==> src/rtl/mem_port_arbiter.sv <==
// Arbiter sharing one memory port between instruction fetch and the load/store unit.
// It runs one transaction at a time, shapes byte lanes for stores and extends load data.
`timescale 1ns/1ps
module mem_port_arbiter #(
  parameter int STARVE_LIMIT = 4
) (
  input  logic        clk,
  input  logic        rst,
  input  logic        ifetch_req_i,
  input  logic [31:0] ifetch_addr_i,
  input  logic        ifetch_flush_i,
  output logic        ifetch_gnt_o,
  output logic        ifetch_rvalid_o,
  output logic [31:0] ifetch_rdata_o,
  input  logic        lsu_req_i,
  input  logic [3:0]  lsu_func_i,
  input  logic [31:0] lsu_addr_i,
  input  logic [31:0] lsu_wdata_i,
  output logic        lsu_gnt_o,
  output logic        lsu_rvalid_o,
  output logic [31:0] lsu_rdata_o,
  output logic        lsu_misaligned_o,
  output logic        mem_req_o,
  output logic        mem_we_o,
  output logic [3:0]  mem_be_o,
  output logic [31:0] mem_addr_o,
  output logic [31:0] mem_wdata_o,
  input  logic        mem_gnt_i,
  input  logic        mem_rvalid_i,
  input  logic [31:0] mem_rdata_i
);
  localparam logic [3:0] FN_LW  = 4'd1;
  localparam logic [3:0] FN_LH  = 4'd2;
  localparam logic [3:0] FN_LB  = 4'd3;
  localparam logic [3:0] FN_LHU = 4'd4;
  localparam logic [3:0] FN_LBU = 4'd5;
  localparam logic [3:0] FN_SW  = 4'd6;
  localparam logic [3:0] FN_SH  = 4'd7;
  localparam logic [3:0] FN_SB  = 4'd8;
  localparam logic [3:0] LIMIT  = 4'(STARVE_LIMIT);

  typedef enum logic [1:0] {S_IDLE, S_REQ, S_RESP} state_t;

  state_t      state_q;
  logic [3:0]  starve_q;
  logic        drop_q;
  logic        is_if_q;
  logic [3:0]  func_q;
  logic [1:0]  off_q;

  logic        is_load, is_store, lsu_valid, starved;
  logic        if_win, lsu_win, misaligned;
  logic [3:0]  lsu_be;
  logic [31:0] lsu_wdata;
  logic [7:0]  ld_byte;
  logic [15:0] ld_half;
  logic [31:0] ld_data;
  logic        unused_ifetch_lsb;

  assign unused_ifetch_lsb = ^ifetch_addr_i[1:0];

  always_comb begin
    is_load    = 1'b0;
    is_store   = 1'b0;
    misaligned = 1'b0;
    lsu_be     = 4'b1111;
    lsu_wdata  = lsu_wdata_i;
    case (lsu_func_i)
      FN_LW, FN_SW: misaligned = (lsu_addr_i[1:0] != 2'b00);
      FN_LH, FN_LHU, FN_SH: begin
        misaligned = lsu_addr_i[0];
        lsu_be     = 4'b0011 << {lsu_addr_i[1], 1'b0};
        lsu_wdata  = {2{lsu_wdata_i[15:0]}};
      end
      FN_LB, FN_LBU, FN_SB: begin
        lsu_be    = 4'b0001 << lsu_addr_i[1:0];
        lsu_wdata = {4{lsu_wdata_i[7:0]}};
      end
      default: ;
    endcase
    case (lsu_func_i)
      FN_LW, FN_LH, FN_LB, FN_LHU, FN_LBU: is_load = 1'b1;
      FN_SW, FN_SH, FN_SB:                 is_store = 1'b1;
      default: ;
    endcase
  end

  // NOP and undefined function codes never compete for the port.
  assign lsu_valid = lsu_req_i && (is_load || is_store);
  assign starved   = (starve_q == LIMIT);
  assign if_win    = (state_q == S_IDLE) && ifetch_req_i && (!lsu_valid || starved);
  assign lsu_win   = (state_q == S_IDLE) && lsu_valid && !(ifetch_req_i && starved);

  assign ifetch_gnt_o     = if_win;
  assign lsu_gnt_o        = lsu_win;
  assign lsu_misaligned_o = lsu_win && misaligned;

  always_comb begin
    ld_byte = mem_rdata_i[{off_q, 3'b000} +: 8];
    ld_half = off_q[1] ? mem_rdata_i[31:16] : mem_rdata_i[15:0];
    case (func_q)
      FN_LW:   ld_data = mem_rdata_i;
      FN_LH:   ld_data = {{16{ld_half[15]}}, ld_half};
      FN_LHU:  ld_data = {16'h0000, ld_half};
      FN_LB:   ld_data = {{24{ld_byte[7]}}, ld_byte};
      FN_LBU:  ld_data = {24'h000000, ld_byte};
      default: ld_data = 32'h0;
    endcase
  end

  always_ff @(posedge clk or posedge rst) begin
    if (rst) begin
      state_q         <= S_IDLE;
      starve_q        <= 4'd0;
      drop_q          <= 1'b0;
      is_if_q         <= 1'b0;
      func_q          <= 4'd0;
      off_q           <= 2'd0;
      ifetch_rvalid_o <= 1'b0;
      ifetch_rdata_o  <= 32'h0;
      lsu_rvalid_o    <= 1'b0;
      lsu_rdata_o     <= 32'h0;
      mem_req_o       <= 1'b0;
      mem_we_o        <= 1'b0;
      mem_be_o        <= 4'b0000;
      mem_addr_o      <= 32'h0;
      mem_wdata_o     <= 32'h0;
    end else begin
      ifetch_rvalid_o <= 1'b0;
      lsu_rvalid_o    <= 1'b0;
      case (state_q)
        S_IDLE: begin
          if (if_win) begin
            starve_q    <= 4'd0;
            drop_q      <= ifetch_flush_i;
            is_if_q     <= 1'b1;
            func_q      <= 4'd0;
            off_q       <= 2'd0;
            mem_req_o   <= 1'b1;
            mem_we_o    <= 1'b0;
            mem_be_o    <= 4'b1111;
            mem_addr_o  <= {ifetch_addr_i[31:2], 2'b00};
            mem_wdata_o <= 32'h0;
            state_q     <= S_REQ;
          end else if (lsu_win && !misaligned) begin
            if (!ifetch_req_i)
              starve_q <= 4'd0;
            else if (!starved)
              starve_q <= starve_q + 4'd1;
            drop_q      <= 1'b0;
            is_if_q     <= 1'b0;
            func_q      <= lsu_func_i;
            off_q       <= lsu_addr_i[1:0];
            mem_req_o   <= 1'b1;
            mem_we_o    <= is_store;
            mem_be_o    <= lsu_be;
            mem_addr_o  <= {lsu_addr_i[31:2], 2'b00};
            mem_wdata_o <= is_store ? lsu_wdata : 32'h0;
            state_q     <= S_REQ;
          end
        end
        S_REQ: begin
          if (is_if_q && ifetch_flush_i)
            drop_q <= 1'b1;
          if (mem_gnt_i) begin
            mem_req_o   <= 1'b0;
            mem_we_o    <= 1'b0;
            mem_be_o    <= 4'b0000;
            mem_addr_o  <= 32'h0;
            mem_wdata_o <= 32'h0;
            state_q     <= S_RESP;
          end
        end
        S_RESP: begin
          if (is_if_q && ifetch_flush_i)
            drop_q <= 1'b1;
          if (mem_rvalid_i) begin
            state_q <= S_IDLE;
            drop_q  <= 1'b0;
            // A flush arriving with the response still discards it.
            if (is_if_q) begin
              if (!drop_q && !ifetch_flush_i) begin
                ifetch_rvalid_o <= 1'b1;
                ifetch_rdata_o  <= mem_rdata_i;
              end
            end else begin
              lsu_rvalid_o <= 1'b1;
              lsu_rdata_o  <= ld_data;
            end
          end
        end
        default: state_q <= S_IDLE;
      endcase
    end
  end
endmodule

==> config.mk <==
export PLATFORM = sky130hd
export DESIGN_NAME = mem_port_arbiter
export DESIGN_NICKNAME = d
export VERILOG_FILES = /design/src/rtl/mem_port_arbiter.sv
export SDC_FILE = /design/constraint.sdc
export NUM_CORES = 1
export LEC_CHECK = 0
export BUFFER_PORTS_ARGS = -buffer_cell sky130_fd_sc_hd__buf_2
export CAP_MARGIN = 20
export CORE_ASPECT_RATIO = 0.5
export CORE_UTILIZATION = 54
export DETAILED_ROUTE_END_ITERATION = 7
export PLACE_DENSITY_LB_ADDON = 0.25
export SETUP_SLACK_MARGIN = 0.3
export SLEW_MARGIN = 20
export SYNTH_ARGS = -nofsm -noshare
export SYNTH_HDL_FRONTEND = slang
export SYNTH_SLANG_ARGS = --single-unit
==> constraint.sdc <==
create_clock -name clk -period 8.6 [get_ports clk]
set_input_delay 0 -clock clk [delete_from_list [all_inputs] [get_ports clk]]
set_output_delay 0 -clock clk [all_outputs]
set_load 0.05 [all_outputs]
==> results.py <==
metrics = {
    "sta": {
        "tns_ns": 0,
        "maxSlewViolCount": 0,
        "worst_slew_pin_slew_ns": 1.04,
        "finalSetupViolCount": 0,
        "finalCriticalPeriod_ns": 3.35,
        "rsz0062_at_grt": "no",
        "hold_viol": 0,
        "setup_ws_ns": 5.25,
        "finClkSkew_ns": 0.0123,
        "slew-limit-headroom_pct": 29.9,
        "period_share_pct": 38.9,
        "fmax_mhz": 299,
    },
    "placement": {
        "dpl.hpwl_mm": 14.1,
        "gp_congestion": 0.876,
        "io_buffers": 273,
        "place_ws_ns": 5.29,
    },
    "global_routing": {
        "grt_pass1_vias": 7264,
        "antenna_found_initial": 1,
        "grt_max_degree": 94,
        "overflow": 0,
        "grt_usage_pct": 32.8,
        "grt_pass1_wl_mm": 37.0,
    },
    "floorplanning": {
        "die_h_um": 86.0,
        "start_util_pct": 55.8,
        "coreArea_um2": 13700,
        "io_pins": 278,
        "die_w_um": 170,
        "rows": 30,
        "die_area_um2": 14600,
    },
    "layout": {
        "drive_gt1_share_pct": 38.5,
        "fin_util_pct": 79.4,
        "layout_common_cells": "buf_2 (273), dfrtp_1 (148), dlygate4sd3_1 (121)",
        "layout_commonest_cell": "buf_2",
        "synthToLayoutAreaGrowth_pct": 42.4,
        "register_area_um2": 3700,
        "multi_input_area_um2": 3570,
        "fin_nets": 1186,
        "nFillCells": 851,
    },
    "power": {
        "p_int_w": 0.00203,
        "powerDensity_nw_per_um2": 365,
        "power.leakage_nw": 5.28,
        "max-vdd-ir-drop_v": 0.000187,
        "seqPwrFrac_pct": 28.2,
        "p_clk_share_pct": 20.2,
        "power.share.switching_pct": 48.8,
        "p_sw_w": 0.00193,
        "combPwrFrac_pct": 51.6,
    },
    "clock_tree": {
        "post_cts_buffers": 0,
        "cts_root_buf": "clkbuf_16",
        "clock_path_buffers": 2,
        "clock_sinks": 148,
        "numCtsBuffers": 17,
        "h-tree-depth": 4,
        "tritoncts": "yes",
        "cts.clk_slew.worst_paths_ns": 0.06,
        "clk_latency_ns": 0.42,
    },
    "synth": {
        "async_flop_share_pct": 100,
        "yosysWarnings": 0,
        "synth-edff-count": 0,
        "synth.distinct_cells": 70,
        "postSynthCellCount": 673,
        "ys_ff_latch": 148,
        "avgSynthCellArea_um2": 11.3,
        "synth.yosys.seq_area_share_pct": 48.6,
        "ys.flop_type": "dfrtp_1",
        "synth_area_um2": 7620,
    },
    "critical_path": {
        "cp_max_fo": 59,
        "start_kind": "flip-flop",
        "critPathKind": "flip-flop to flip-flop",
        "worst_ep_required_time_ns": 8.90,
        "end_kind": "flip-flop",
        "ff2ff_path_depth": 8,
        "cp_data_arrival_time_ns": 3.65,
    },
    "worst_hold_path": {
        "hold_depth": 4,
        "hold_path.class": "primary input to flip-flop",
    },
    "flow_run": {
        "maxCapViolations": 0,
    },
    "route": {
        "vias": 7284,
        "drtAntennaViolNets": 0,
        "drt_iter0_drc": 568,
        "viasPerCell": 5.85,
        "wire_per_inst_um": 18.9,
        "drc": 0,
        "first_pass_iters": 5,
        "routed_wl_mm": 23.6,
    },
    "status": {
        "status": "complete, no violations",
    },
}
synth_stat cells, drive strengths merged (2+ instances only):
cell type    n  area [µm²]
nor2        31         116
nor2b        6        37.5
inv         15        56.3
o21ai       78         390
a211oi       3        40.0
a31oi        4        25.0
a21oi       34         170
o41ai        2        43.8
o221ai       8        70.1
or3          2        12.5
nand2       44         165
a32o         4        40.0
o2bb2ai     31         459
nand3b       2        15.0
buf         27         224
o21a         3        22.5
mux2i       46         460
nor4         2        12.5
o31ai       25         211
a222oi       7        70.1
a22o         9        78.8
and3         3        18.8
or2          2        12.5
mux2        42         473
ha           6        75.1
nor3        11        55.1
a32oi        8        70.1
a22oi        2        15.0
and3b        2        17.5
nand2b       2        12.5
a21o         8        60.1
nand4b       2        17.5
o31a         2        17.5
nor4b        2        23.8
clkbuf      27         101
a21bo        2        20.0
dfrtp      148        3700
nand3        4        25.0
routing by layer:
metal | up-vias | global-route usage [%] | part of all wire [%]
met5 | - | 0 | 0
met4 | 0 | 14.8 | 3.1
met3 | 75 | 8.31 | 7.3
met2 | 362 | 54.2 | 49
met1 | 3575 | 41.0 | 40
li1 | 3272 | - | -
layout make-up:
cell class,instances,area share (%)
clock inverters,13,1.81
clock buffers,18,3.95
repair buffers,402,24.4
flip-flops and latches,148,34.1
diodes,1,0.0231
well taps,192,2.21
multi-input cells,457,32.9
inverters,15,0.565
cell families (layout without fill, tap and decap cells):
kind of cell	after synthesis	count (layout)	synth area share (%)
compound gates	238	238	24.9
flops	148	148	48.6
simple gates	120	120	7.68
mux	89	89	12.5
buf+inv	69	448	5.01
fa+ha+maj	6	6	0.985
xor+xnor	2	2	0.230
other cells	1	3	0.0492
critical path, cell delays in order, from the launching register on:
cell and delay, ns:
dfrtp_1 0.40, inv_1 0.06, ha_1 0.20, and3b_1 0.23, o41ai_4 0.40, o311a_4 0.52
or2_2 0.31, buf_4 0.66, mux2_2 0.41
repair_timing:
item | in CTS | in global routing
endpoints found under the hold margin | 209 | 0
hold buffers | 121 | 0
gates resized for setup | 0 | 0
through the flow:
step	hold WS (ns)	cells	cell area (µm²)	power, W
2_1_floorplan	0.136	674	7620	0.00265
6_report	0.0205	1246	10900	0.00396
4_1_cts	0.0125	1244	10800	0.00393
5_1_grt	0.0317	1245	10800	0.00414
3_5_place_dp	0.242	1092	9000	0.00306
3_3_place_gp	0.238	1092	9000	0.00302
sequential cells by signal, summed over array words and instances, names as in the netlist:
register,cells
lsu_rvalid_o,1
is_if_q,1
ifetch_rvalid_o,1
mem_wdata_o,32
mem_req_o,1
drop_q,1
mem_we_o,1
off_q,2
ifetch_rdata_o,32
func_q,4
lsu_rdata_o,32
mem_be_o,4
state_q,2
mem_addr_o,30
starve_q,4
final timing paths:
path / start / endpoint / slack [ns]
max in group asynchronous: rst / mem_addr_o[3]$_DFFE_PP0P_ / 7.01
hold / removal: lsu_wdata_i[18] / mem_wdata_o[18]$_DFFE_PP0P_ / 0.02
setup / recovery: starve_q[0]$_DFFE_PP0P_ / mem_we_o$_DFFE_PP0P_ / 5.25
setup reg to reg: starve_q[0]$_DFFE_PP0P_ / mem_we_o$_DFFE_PP0P_ / 5.25
min in group asynchronous: rst / ifetch_rdata_o[26]$_DFFE_PP0P_ / 0.30
hold reg to reg: lsu_rdata_o[9]$_DFFE_PP0P_ / lsu_rdata_o[9]$_DFFE_PP0P_ / 0.48
power groups by stage:
stage	Clock [W]	Combinational [W]	Sequential, W
2_1_floorplan	0	0.000806	0.00184
3_3_place_gp	0	0.00191	0.00110
3_5_place_dp	0	0.00195	0.00111
4_1_cts	0.000804	0.00202	0.00111
5_1_grt	0.000841	0.00216	0.00115
6_report	0.000799	0.00204	0.00112
No activity file was read; power rests on OpenSTA's default activity.
